[config.mk]
export PLATFORM = sky130hd
export DESIGN_NAME = instr_sequencer
export DESIGN_NICKNAME = d
export VERILOG_FILES = /design/src/rtl/instr_sequencer_pkg.sv /design/src/rtl/instr_sequencer_cond_eval.sv /design/src/rtl/instr_sequencer.sv
export SDC_FILE = /design/constraint.sdc
export NUM_CORES = 1
export LEC_CHECK = 0
export CORE_MARGIN = 10
export CORE_UTILIZATION = 40
export CTS_CLUSTER_SIZE = 24
export DETAILED_ROUTE_END_ITERATION = 6
export PLACE_DENSITY_LB_ADDON = 0.1
export SLEW_MARGIN = 30
export SYNTH_ARGS = -nofsm -noshare
export SYNTH_HDL_FRONTEND = slang
export SYNTH_HIERARCHICAL = 1
export SYNTH_SLANG_ARGS = --single-unit
[constraint.sdc]
create_clock -name clk -period 3.8 [get_ports clk]
set_input_delay 0.76 -clock clk [delete_from_list [all_inputs] [get_ports clk]]
set_output_delay 0.76 -clock clk [all_outputs]
set_load 0.02 [all_outputs]
[src/rtl/instr_sequencer_pkg.sv]
// instr_sequencer_pkg: state/cause encodings and ISA decode
// helpers shared by the sequencer and the instruction decoder.
package instr_sequencer_pkg;

  localparam int unsigned ISA_W = 16;

  typedef enum logic [1:0] {
    ST_FETCH = 2'b00,
    ST_EXEC  = 2'b01,
    ST_HALT  = 2'b10
  } state_e;

  typedef enum logic [1:0] {
    HC_NONE = 2'b00,
    HC_STP  = 2'b01,
    HC_OVF  = 2'b10
  } cause_e;

  // Opcode lives in isa[15:11], condition code in isa[5:2].
  typedef enum logic [4:0] {
    OP_NOP   = 5'h00,
    OP_LDI   = 5'h01,
    OP_AIM   = 5'h02,
    OP_SIM   = 5'h03,
    OP_LOAD  = 5'h04,
    OP_STORE = 5'h05,
    OP_PUSH  = 5'h06,
    OP_POP   = 5'h07,
    OP_ADD   = 5'h08,
    OP_SUB   = 5'h09,
    OP_AND   = 5'h0a,
    OP_OR    = 5'h0b,
    OP_XOR   = 5'h0c,
    OP_SHL   = 5'h0d,
    OP_SHR   = 5'h0e,
    OP_MOV   = 5'h0f,
    OP_MUL   = 5'h10,
    OP_MLS   = 5'h11,
    OP_JMR   = 5'h12,
    OP_JMD   = 5'h13,
    OP_CALL  = 5'h14,
    OP_CAR   = 5'h15,
    OP_RTN   = 5'h16,
    OP_STP   = 5'h17
  } op_e;

  localparam logic [3:0] COND_ALWAYS  = 4'b0110;
  localparam logic [3:0] COND_INVALID = 4'b1110;

  function automatic logic [4:0] op_field(
    input logic [ISA_W-1:0] isa
  );
    return isa[15:11];
  endfunction

  function automatic logic [3:0] cond_field(
    input logic [ISA_W-1:0] isa
  );
    return isa[5:2];
  endfunction

  function automatic int unsigned cycles(
    input logic [4:0]  op,
    input int unsigned mul_lat
  );
    case (op)
      OP_LDI, OP_AIM, OP_SIM,
      OP_LOAD, OP_POP, OP_RTN: return 2;
      OP_MUL, OP_MLS:          return 1 + mul_lat;
      default:                 return 1;
    endcase
  endfunction

  function automatic logic is_mem(input logic [4:0] op);
    case (op)
      OP_LOAD, OP_STORE, OP_PUSH, OP_POP,
      OP_CALL, OP_CAR, OP_RTN: return 1'b1;
      default:                 return 1'b0;
    endcase
  endfunction

  function automatic logic is_jump(input logic [4:0] op);
    case (op)
      OP_JMR, OP_JMD, OP_CALL,
      OP_CAR, OP_RTN: return 1'b1;
      default:        return 1'b0;
    endcase
  endfunction

  function automatic logic is_stp(input logic [4:0] op);
    return op == OP_STP;
  endfunction

endpackage

[src/rtl/instr_sequencer_cond_eval.sv]
// cond_eval: 4-bit condition code against status flags.
// Low 3 bits pick a flag, MSB inverts it; 0110/1110 always pass.
module cond_eval
  import instr_sequencer_pkg::*;
#(
  parameter int STATUS_W = 8
) (
  input  logic [3:0]          code_i,
  input  logic [STATUS_W-1:0] status_i,
  output logic                pass_o
);

  logic [7:0] flags;

  assign flags = status_i[7:0];

  always_comb begin
    pass_o = flags[code_i[2:0]] ^ code_i[3];
    if (code_i == COND_ALWAYS || code_i == COND_INVALID)
      pass_o = 1'b1;
  end

endmodule

[src/rtl/instr_sequencer.sv]
// instr_sequencer: fetch / variable-length exec / halt sequencer
// owning the IR, latched condition and retired-instruction count.
module instr_sequencer
  import instr_sequencer_pkg::*;
#(
  parameter int INSTR_W  = 16,
  parameter int STATUS_W = 8,
  parameter int MUL_LAT  = 2,
  parameter int IDX_W    = 3,
  parameter int CNT_W    = 16
) (
  input  logic                clk,
  input  logic                reset,
  input  logic [INSTR_W-1:0]  instr,
  input  logic                instr_valid,
  input  logic                mem_ready,
  input  logic [STATUS_W-1:0] status_reg,
  input  logic                stack_overflow,
  input  logic                run,
  output logic [INSTR_W-1:0]  ir,
  output logic [1:0]          state_o,
  output logic [IDX_W-1:0]    exec_idx,
  output logic                exec_first,
  output logic                exec_last,
  output logic                cond_pass,
  output logic                ir_load,
  output logic                pc_cnt_en,
  output logic                pc_sload,
  output logic                stall,
  output logic                retire,
  output logic                halted,
  output logic [1:0]          halt_cause,
  output logic [CNT_W-1:0]    retired_count
);

  if (STATUS_W < 8 || INSTR_W < 16 ||
      MUL_LAT < 1 || MUL_LAT > 6 ||
      (1 << IDX_W) <= 1 + MUL_LAT) begin : g_bad_params
    $error("instr_sequencer: illegal parameters");
  end

  state_e               state_q, state_d;
  cause_e               cause_q, cause_d;
  logic [INSTR_W-1:0]   ir_q, ir_d;
  logic [IDX_W-1:0]     idx_q, idx_d;
  logic [IDX_W-1:0]     n_q, n_d;
  logic                 cond_q, cond_d;
  logic [CNT_W-1:0]     cnt_q, cnt_d;

  logic [ISA_W-1:0]     isa_in, isa_q;
  logic [4:0]           op_in, op_q;
  logic                 fetch_pass;
  logic                 in_exec;
  logic                 stall_c;
  logic                 last_c;
  logic                 ovf_c;

  assign isa_in = instr[INSTR_W-1 -: ISA_W];
  assign isa_q  = ir_q[INSTR_W-1 -: ISA_W];
  assign op_in  = op_field(isa_in);
  assign op_q   = op_field(isa_q);

  cond_eval #(
    .STATUS_W (STATUS_W)
  ) u_cond (
    .code_i   (cond_field(isa_in)),
    .status_i (status_reg),
    .pass_o   (fetch_pass)
  );

  assign in_exec = state_q == ST_EXEC;
  assign stall_c = in_exec && is_mem(op_q) &&
                   idx_q == '0 && !mem_ready;
  assign last_c  = in_exec && !stall_c &&
                   idx_q == n_q - 1'b1;
  assign ovf_c   = in_exec && stack_overflow;

  always_ff @(posedge clk) begin
    if (reset) begin
      state_q <= ST_FETCH;
      cause_q <= HC_NONE;
      ir_q    <= '0;
      idx_q   <= '0;
      n_q     <= IDX_W'(1);
      cond_q  <= 1'b0;
    end else begin
      state_q <= state_d;
      cause_q <= cause_d;
      ir_q    <= ir_d;
      idx_q   <= idx_d;
      n_q     <= n_d;
      cond_q  <= cond_d;
    end
  end

  always_comb begin
    state_d = state_q;
    cause_d = cause_q;
    ir_d    = ir_q;
    idx_d   = idx_q;
    n_d     = n_q;
    cond_d  = cond_q;
    case (state_q)
      ST_FETCH: begin
        if (instr_valid) begin
          ir_d    = instr;
          cond_d  = fetch_pass;
          n_d     = IDX_W'(cycles(op_in, MUL_LAT));
          idx_d   = '0;
          state_d = ST_EXEC;
        end
      end
      ST_EXEC: begin
        // Overflow aborts the instruction and beats a retiring stp.
        if (ovf_c) begin
          idx_d   = '0;
          state_d = ST_HALT;
          cause_d = HC_OVF;
        end else if (last_c) begin
          idx_d = '0;
          if (is_stp(op_q) && cond_q) begin
            state_d = ST_HALT;
            cause_d = HC_STP;
          end else begin
            state_d = ST_FETCH;
          end
        end else if (!stall_c) begin
          idx_d = idx_q + 1'b1;
        end
      end
      ST_HALT: begin
        if (run) begin
          state_d = ST_FETCH;
          cause_d = HC_NONE;
        end
      end
      default: state_d = ST_FETCH;
    endcase
  end

  always_comb begin
    ir_load   = 1'b0;
    pc_cnt_en = 1'b0;
    pc_sload  = 1'b0;
    stall     = 1'b0;
    retire    = 1'b0;
    exec_last = 1'b0;
    halted    = 1'b0;
    case (state_q)
      ST_FETCH: begin
        ir_load   = instr_valid;
        pc_cnt_en = instr_valid;
      end
      ST_EXEC: begin
        stall = stall_c;
        if (last_c && !ovf_c) begin
          exec_last = 1'b1;
          retire    = 1'b1;
          pc_sload  = is_jump(op_q) && cond_q;
        end
      end
      ST_HALT: halted = 1'b1;
      default: ;
    endcase
  end

  assign cnt_d = (retire && cnt_q != '1) ?
                 cnt_q + 1'b1 : cnt_q;

  always_ff @(posedge clk) begin
    if (reset) cnt_q <= '0;
    else       cnt_q <= cnt_d;
  end

  assign ir            = ir_q;
  assign state_o       = state_q;
  assign exec_idx      = idx_q;
  assign exec_first    = in_exec && idx_q == '0;
  assign cond_pass     = cond_q;
  assign halt_cause    = cause_q;
  assign retired_count = cnt_q;

endmodule

==> metrics.txt, run 1 <==
Core Rows 27; asr flop ratio synth 0; DRC Markers 0; max-capacitance violation count 0; critical path, cell by cell clkdlybuf4s50_1 > nor3b_1 > nand3_1 > inv_1 > nor4_1 > clkdlybuf4s50_1; sum of negative setup slack 0 ps; detailed placer's ending HPWL 4630 µm; P per Cell Area 320 nW/µm²; clock tree skew after final layout 5.61 ps; pins over their slew limit 0; via count of the first global-routing pass approximately 2100; cell repeated most along the worst path sky130_fd_sc_hd__clkdlybuf4s50_1; maximum number of pins on one net before global-route repair 29; Final ANT Viol Nets 0; ys flop type sky130_fd_sc_hd__dfxtp_1; Internal Power roughly 700 µW; result of the run completed; buffer type at the clock tree root sky130_fd_sc_hd__clkbuf_8; Synth Area in Compound Gates 0.190; Post-Synthesis Mean Instance Area between 8 and 9 µm²; number of buffers between clock root and the deepest sink 2; area fraction of the dominant cell type after synthesis 0.371; cell type contributing the most total cell area after synthesis sky130_fd_sc_hd__dfxtp_1; top cells by count, synth sky130_fd_sc_hd__nand2_1, sky130_fd_sc_hd__dfxtp_1, sky130_fd_sc_hd__a21oi_1, sky130_fd_sc_hd__inv_1, sky130_fd_sc_hd__nor2_1; Post-Synth Simple-Gate Area 0.271; number of top-level design ports 78; drt initial violations 44; number of sinks handled by clock tree synthesis 42; critical path's top delay family buffers and inverters; overflow left after global routing 0; TritonCTS clock tree built; GR Util All Layers 0.134; maximum vdd drop 0.176 mV; Reg clk slew, reported paths 80 ps; required time worst endpoint 3040 ps; area share of xor/xnor cells in the synthesized design 0.0116; Max stage delay on crit path 660 ps; clock buffer count from CTS 5; transition time at the pin with the least slew margin about 590 ps; routability cong. 0.769; Area contributors post-synth sky130_fd_sc_hd__dfxtp_1, sky130_fd_sc_hd__a21oi_1, sky130_fd_sc_hd__nand2_1; clock latency on the worst-skew pair 300 ps; number of synthesized register bits 42; Static Leak 0.00115 µW; share of the clock period used by the worst path 0.845; filler instances 528; main combinational cell family by area after synthesis simple AND/OR/NAND/NOR gates; area share of fa/ha/maj cells after synthesis 0.0497; RSZ-0062 raised after global routing no; data arrival time of the critical path 2450 ps; floorplan core area 5510 µm²; number of antenna violations at the first check in global routing 0; Sw Ratio 0.303; number of nets produced by synthesis 322; number of buffers inserted by hold repair at cts 0; most repeated cell in the gate-level netlist after synthesis sky130_fd_sc_hd__nand2_1; worst slew margin relative to its limit 0.604; register cell area after layout 841 µm²; Hold WC Path Type reg -> reg; area of the multi-input gates between 1000 and 1500 µm²; net switching component of the power 306 µW; clock network fraction of total power 0.278; top achievable clock speed 311 MHz; final layout net count 396; Vias 2203; slowest CP cell sky130_fd_sc_hd__clkdlybuf4s50_1; mean number of vias per cell 5.14; Yosys warning total 8; first-pass GRT wire length 9850 µm; Cell Area, Synth 2270 µm²; Yosys cell types 50; worst-case hold slack 455 ps; maximum fanout encountered on the critical timing path 3; kind of start point of the critical path input pin; detailed-route wire length approximately 6000 µm; Final Hold Violating Endpoints 0; diode insertion count for antenna repair 0; share of total power in sequential cells 0.474; Post-synth EDFFs 0; number of buffers and inverters on the critical path 3; classification of the worst setup path in -> out; total setup buffers inserted after CTS 0; overall die area about 9000 µm²; kind of capture point of the worst setup path output port; share of final-layout standard cells stronger than drive strength 1 0.0672; width of the chip ~95 µm; post-CTS sizing 0; average routed wire per standard cell 14.0 µm; Seq/Total Area, Yosys 0.371; clock period minus final worst setup slack 3210 ps; count of H-tree levels built during CTS 2; area overhead of the layout relative to synthesis 39.2%; Chip Height 95.3 µm; share of total power in combinational logic 0.248; starting density of the core 0.412; number of buffers added on ports 77; multiplexer fraction of the synthesized cell area 0.0414; number of iterations in the first detailed-routing pass 4; post-synthesis instance total 283; endpoints failing setup 0
[final timing paths]
check	slack, ps	cells after the start	to	start
setup reg to reg	1540	8	retired_count[15]	n_q[0]
hold reg to reg	460	2	ir[2]	ir[2]
setup / recovery	590	6	pc_sload	mem_ready
hold / removal	460	2	ir[2]	ir[2]
[cell families (layout without fill, tap and decap cells)]
| group | Yosys count | after routing |
|---|---|---|
| AOI/OAI and AO/OA | 71 | 71 |
| xor gates and xnor gates | 3 | 3 |
| adders and majority gates | 9 | 9 |
| buffers and inverters | 31 | 105 |
| DFF | 42 | 42 |
| muxes | 8 | 8 |
| and+or+nand+nor | 119 | 119 |
[state kept, by name, summed over array words and instances (netlist names)]
name and cells:
ir 16, retired_count 16, exec_idx 3, halt_cause 2, n_q 2, state_o 2, cond_pass 1
[layer usage]
| metal | up-vias | wire, µm | track usage |
|---|---|---|---|
| met1 | 986 | 2570 | 0.153 |
| li1 | 1152 | - | - |
| met3 | 6 | 692 | 0.0715 |
| met5 | - | 0 | 0 |
| met4 | 0 | 64 | 0.0411 |
| met2 | 59 | 2670 | 0.213 |
[worst min-delay path, stage by stage, from the launching register on]
cell and delay [ps]:
sky130_fd_sc_hd__dfxtp_1 320, sky130_fd_sc_hd__nand2_1 50, sky130_fd_sc_hd__a21oi_1 50
[power by group through the flow]
stage	combinational (µW)	sequential (µW)	clock, µW
2_1_floorplan	119	510	0
3_3_place_gp	252	488	0
3_5_place_dp	251	488	0
4_1_cts	253	478	288
5_1_grt	276	481	305
6_report	250	478	280
[cell usage in the layout (no fill, tap or decap), types with 3 or more instances in the layout]
cell type	instances
sky130_fd_sc_hd__a21oi_1	36
sky130_fd_sc_hd__buf_4	5
sky130_fd_sc_hd__clkbuf_8	5
sky130_fd_sc_hd__clkdlybuf4s50_1	77
sky130_fd_sc_hd__dfxtp_1	42
sky130_fd_sc_hd__ha_1	9
sky130_fd_sc_hd__inv_1	15
sky130_fd_sc_hd__mux2_2	3
sky130_fd_sc_hd__mux2i_1	3
sky130_fd_sc_hd__nand2_1	46
sky130_fd_sc_hd__nand2b_1	5
sky130_fd_sc_hd__nand3_1	8
sky130_fd_sc_hd__nand4_1	5
sky130_fd_sc_hd__nor2_1	15
sky130_fd_sc_hd__nor2b_1	5
sky130_fd_sc_hd__nor3_1	3
sky130_fd_sc_hd__nor4_1	4
sky130_fd_sc_hd__o211ai_1	3
sky130_fd_sc_hd__o21ai_0	11
sky130_fd_sc_hd__o31ai_1	6
sky130_fd_sc_hd__or3_1	10
sky130_fd_sc_hd__or4_1	7
[area by class of cell]
type                            count  share of cell area
Inverter                           16              0.0190
Tap cell                           72              0.0285
Sequential cell                    42               0.266
Clock buffer                        5              0.0218
Timing Repair Buffer               82               0.256
Clock inverter                      2             0.00317
Multi-Input combinational cell    210               0.405
[metrics by stage]
stage                util  instance area (µm²)  setup WS, ps  total power (µW)  std cells
floorplan               -                 2270           908               629        283
global placement    0.559                 3080           607               740        422
detailed placement  0.559                 3080           550               740        422
CTS                 0.573                 3160           549              1020        429
global route        0.573                 3160           340              1060        429
finish              0.573                 3160           588              1010        429
No activity file was read; power rests on OpenSTA's default activity.
==> inputs of run 2 (changes only) <==
==> constraint.sdc (replaced) <==
create_clock -name clk -period 2.8 [get_ports clk]
set_input_delay 0.56 -clock clk [delete_from_list [all_inputs] [get_ports clk]]
set_output_delay 0.56 -clock clk [all_outputs]
set_load 0.02 [all_outputs]
==> run 2 against run 1 <==
  * Total power increased by 42%
  * Clock skew increased by 4.5 ps
  * Via count increased by 0.32%
  * Routed wire length decreased by 2.5%
  * Largest cell class unchanged
  * Critical endpoint is now stall
  * Cell area increased by 1.8%
  * Final cell count increased by 1.2%
  * Hold slack got worse by 1.4 ps
  * Utilization increased by 1.0 points
  * Register-to-register slack got worse by 1000 ps
  * Global-route usage decreased by 0.62 points
  * First-iteration DRC count increased by 48%
==> metrics.txt, run 2 (synthesized netlist as in run 1, its figures left out) <==
max-capacitance violation count 0 (unchanged); maximum vdd drop 0.280 mV (+60%); Hold WC Path Type reg -> reg; number of sinks handled by clock tree synthesis 42 (unchanged); kind of capture point of the worst setup path output port; register cell area after layout 841 µm² (unchanged); RSZ-0062 raised after global routing no; total setup buffers inserted after CTS 0 (unchanged); TritonCTS clock tree built; top achievable clock speed 380 MHz; floorplan core area 5510 µm² (unchanged); mean number of vias per cell 5.09 (-0.84%); filler instances 524 (-0.76%); detailed placer's ending HPWL 4510 µm (-2.6%); overflow left after global routing 0 (unchanged); diode insertion count for antenna repair 0 (unchanged); number of buffers between clock root and the deepest sink 2 (unchanged); Design Power 1440 µW (+42%); average routed wire per standard cell 13.5 µm (-3.6%); Static Leak 0.00119 µW (+4.0%); area of the multi-input gates 1280 µm² (unchanged); result of the run completed; number of buffers added on ports 77 (unchanged); pins over their slew limit 0 (unchanged); Core Rows 27 (unchanged); clock tree skew after final layout 10.1 ps (+4.47 ps); starting density of the core 0.412 (unchanged); classification of the worst setup path in -> out; number of antenna violations at the first check in global routing 0 (unchanged); first-pass GRT wire length 9540 µm (-3.1%); transition time at the pin with the least slew margin 589 ps (-2.43 ps); P per Cell Area 447 nW/µm² (+40%); Vias 2210 (+0.32%); DRC Markers 0 (unchanged); routability cong. 0.772 (+0.42%); number of top-level design ports 78 (unchanged); worst slew margin relative to its limit 0.603 (-0.00129); Final Hold Violating Endpoints 0 (unchanged); Reg clk slew, reported paths 70 ps (about the same); data arrival time of the critical path 2070 ps (-380 ps); count of H-tree levels built during CTS 2 (unchanged); number of iterations in the first detailed-routing pass 4 (unchanged); sum of negative setup slack 0 ps (unchanged); clock buffer count from CTS 5 (unchanged); drt initial violations 65 (+48%); maximum fanout encountered on the critical timing path 2 (-1); area overhead of the layout relative to synthesis 41.8%; final layout net count 400 (+1.0%); overall die area 9080 µm² (unchanged); detailed-route wire length 5850 µm (-2.5%); share of final-layout standard cells stronger than drive strength 1 0.0801 (+0.0129); most frequent cells in the layout sky130_fd_sc_hd__clkdlybuf4s50_1, sky130_fd_sc_hd__nand2_1, sky130_fd_sc_hd__dfxtp_1, sky130_fd_sc_hd__a21oi_1; buffer type at the clock tree root sky130_fd_sc_hd__clkbuf_8; clock latency on the worst-skew pair 300 ps (about the same); leading cell type in the layout, fill and taps excluded sky130_fd_sc_hd__clkdlybuf4s50_1; Chip Height 95.3 µm (unchanged); Final ANT Viol Nets 0 (unchanged); kind of start point of the critical path input pin; GR Util All Layers 0.128 (-0.00617); endpoints failing setup 0 (unchanged); share of the clock period used by the worst path 0.939; via count of the first global-routing pass 2100 (-0.048%); maximum number of pins on one net before global-route repair 32 (+10%); width of the chip 95.3 µm (unchanged); required time worst endpoint 2240 ps (-800 ps); clock period minus final worst setup slack roughly 2600 ps
run 2: changes by cell type in the layout (fill, tap and decap cells not counted), sizes merged:
cell | before | now
dlygate4sd2 | 0 | 3
buf | 5 | 9
clkinv | 3 | 1
clkdlybuf4s50 | 77 | 74
clkbuf | 5 | 8
run 2: per-stage QoR:
stage	cell area (µm²)	setup WS (ps)	util	cells	hold slack (ps)
finish	3210	172	0.584	434	454
global route	3210	33.2	0.584	434	480
CTS	3210	155	0.584	434	458
detailed placement	3110	102	0.564	426	448
global placement	3110	117	0.564	426	442
floorplan	2270	108	-	283	452
run 2: cell type report:
class,instances,area share
multi-input cells,210,0.398
flip-flops and latches,42,0.262
repair buffers,86,0.260
clock buffers,8,0.0343
well taps,72,0.0280
inverters,16,0.0187
run 2: critical path: stages:
cell and delay [ps]:
sky130_fd_sc_hd__clkdlybuf4s50_1 400, sky130_fd_sc_hd__nor3b_1 200, sky130_fd_sc_hd__nand3_1 120, sky130_fd_sc_hd__inv_1 90
sky130_fd_sc_hd__buf_4 110, sky130_fd_sc_hd__clkdlybuf4s50_1 600
run 2: power breakdown:
group | leakage [µW] | total (µW) | internal [µW] | switching, µW
Combinational | 0.000792 | 337 | 159 | 178
Clock | 0.0000575 | 451 | 249 | 202
Sequential | 0.000342 | 648 | 626 | 22.2
run 2: worst paths after layout:
check	from	to	slack [ps]	cells past startpoint
worst min register to register	ir[9]	ir[9]	450	2
worst min-delay path	ir[9]	ir[9]	450	2
worst max-delay path	mem_ready	stall	170	6
worst max register to register	n_q[0]	retired_count[15]	530	8
run 2: repair_timing:
action | 4_1_cts | 5_1_grt
hold buffers | 0 | 0
setup endpoints to repair | 3 | 0
resized for setup | 3 | 0
run 2: per-layer routing:
metal | global-route usage | vias to the layer above | part of all wire
met3 | 0.0699 | 7 | 0.10
met2 | 0.201 | 55 | 0.44
li1 | - | 1154 | -
met4 | 0.0411 | 0 | 0.010
met1 | 0.146 | 994 | 0.45
met5 | 0 | - | 0
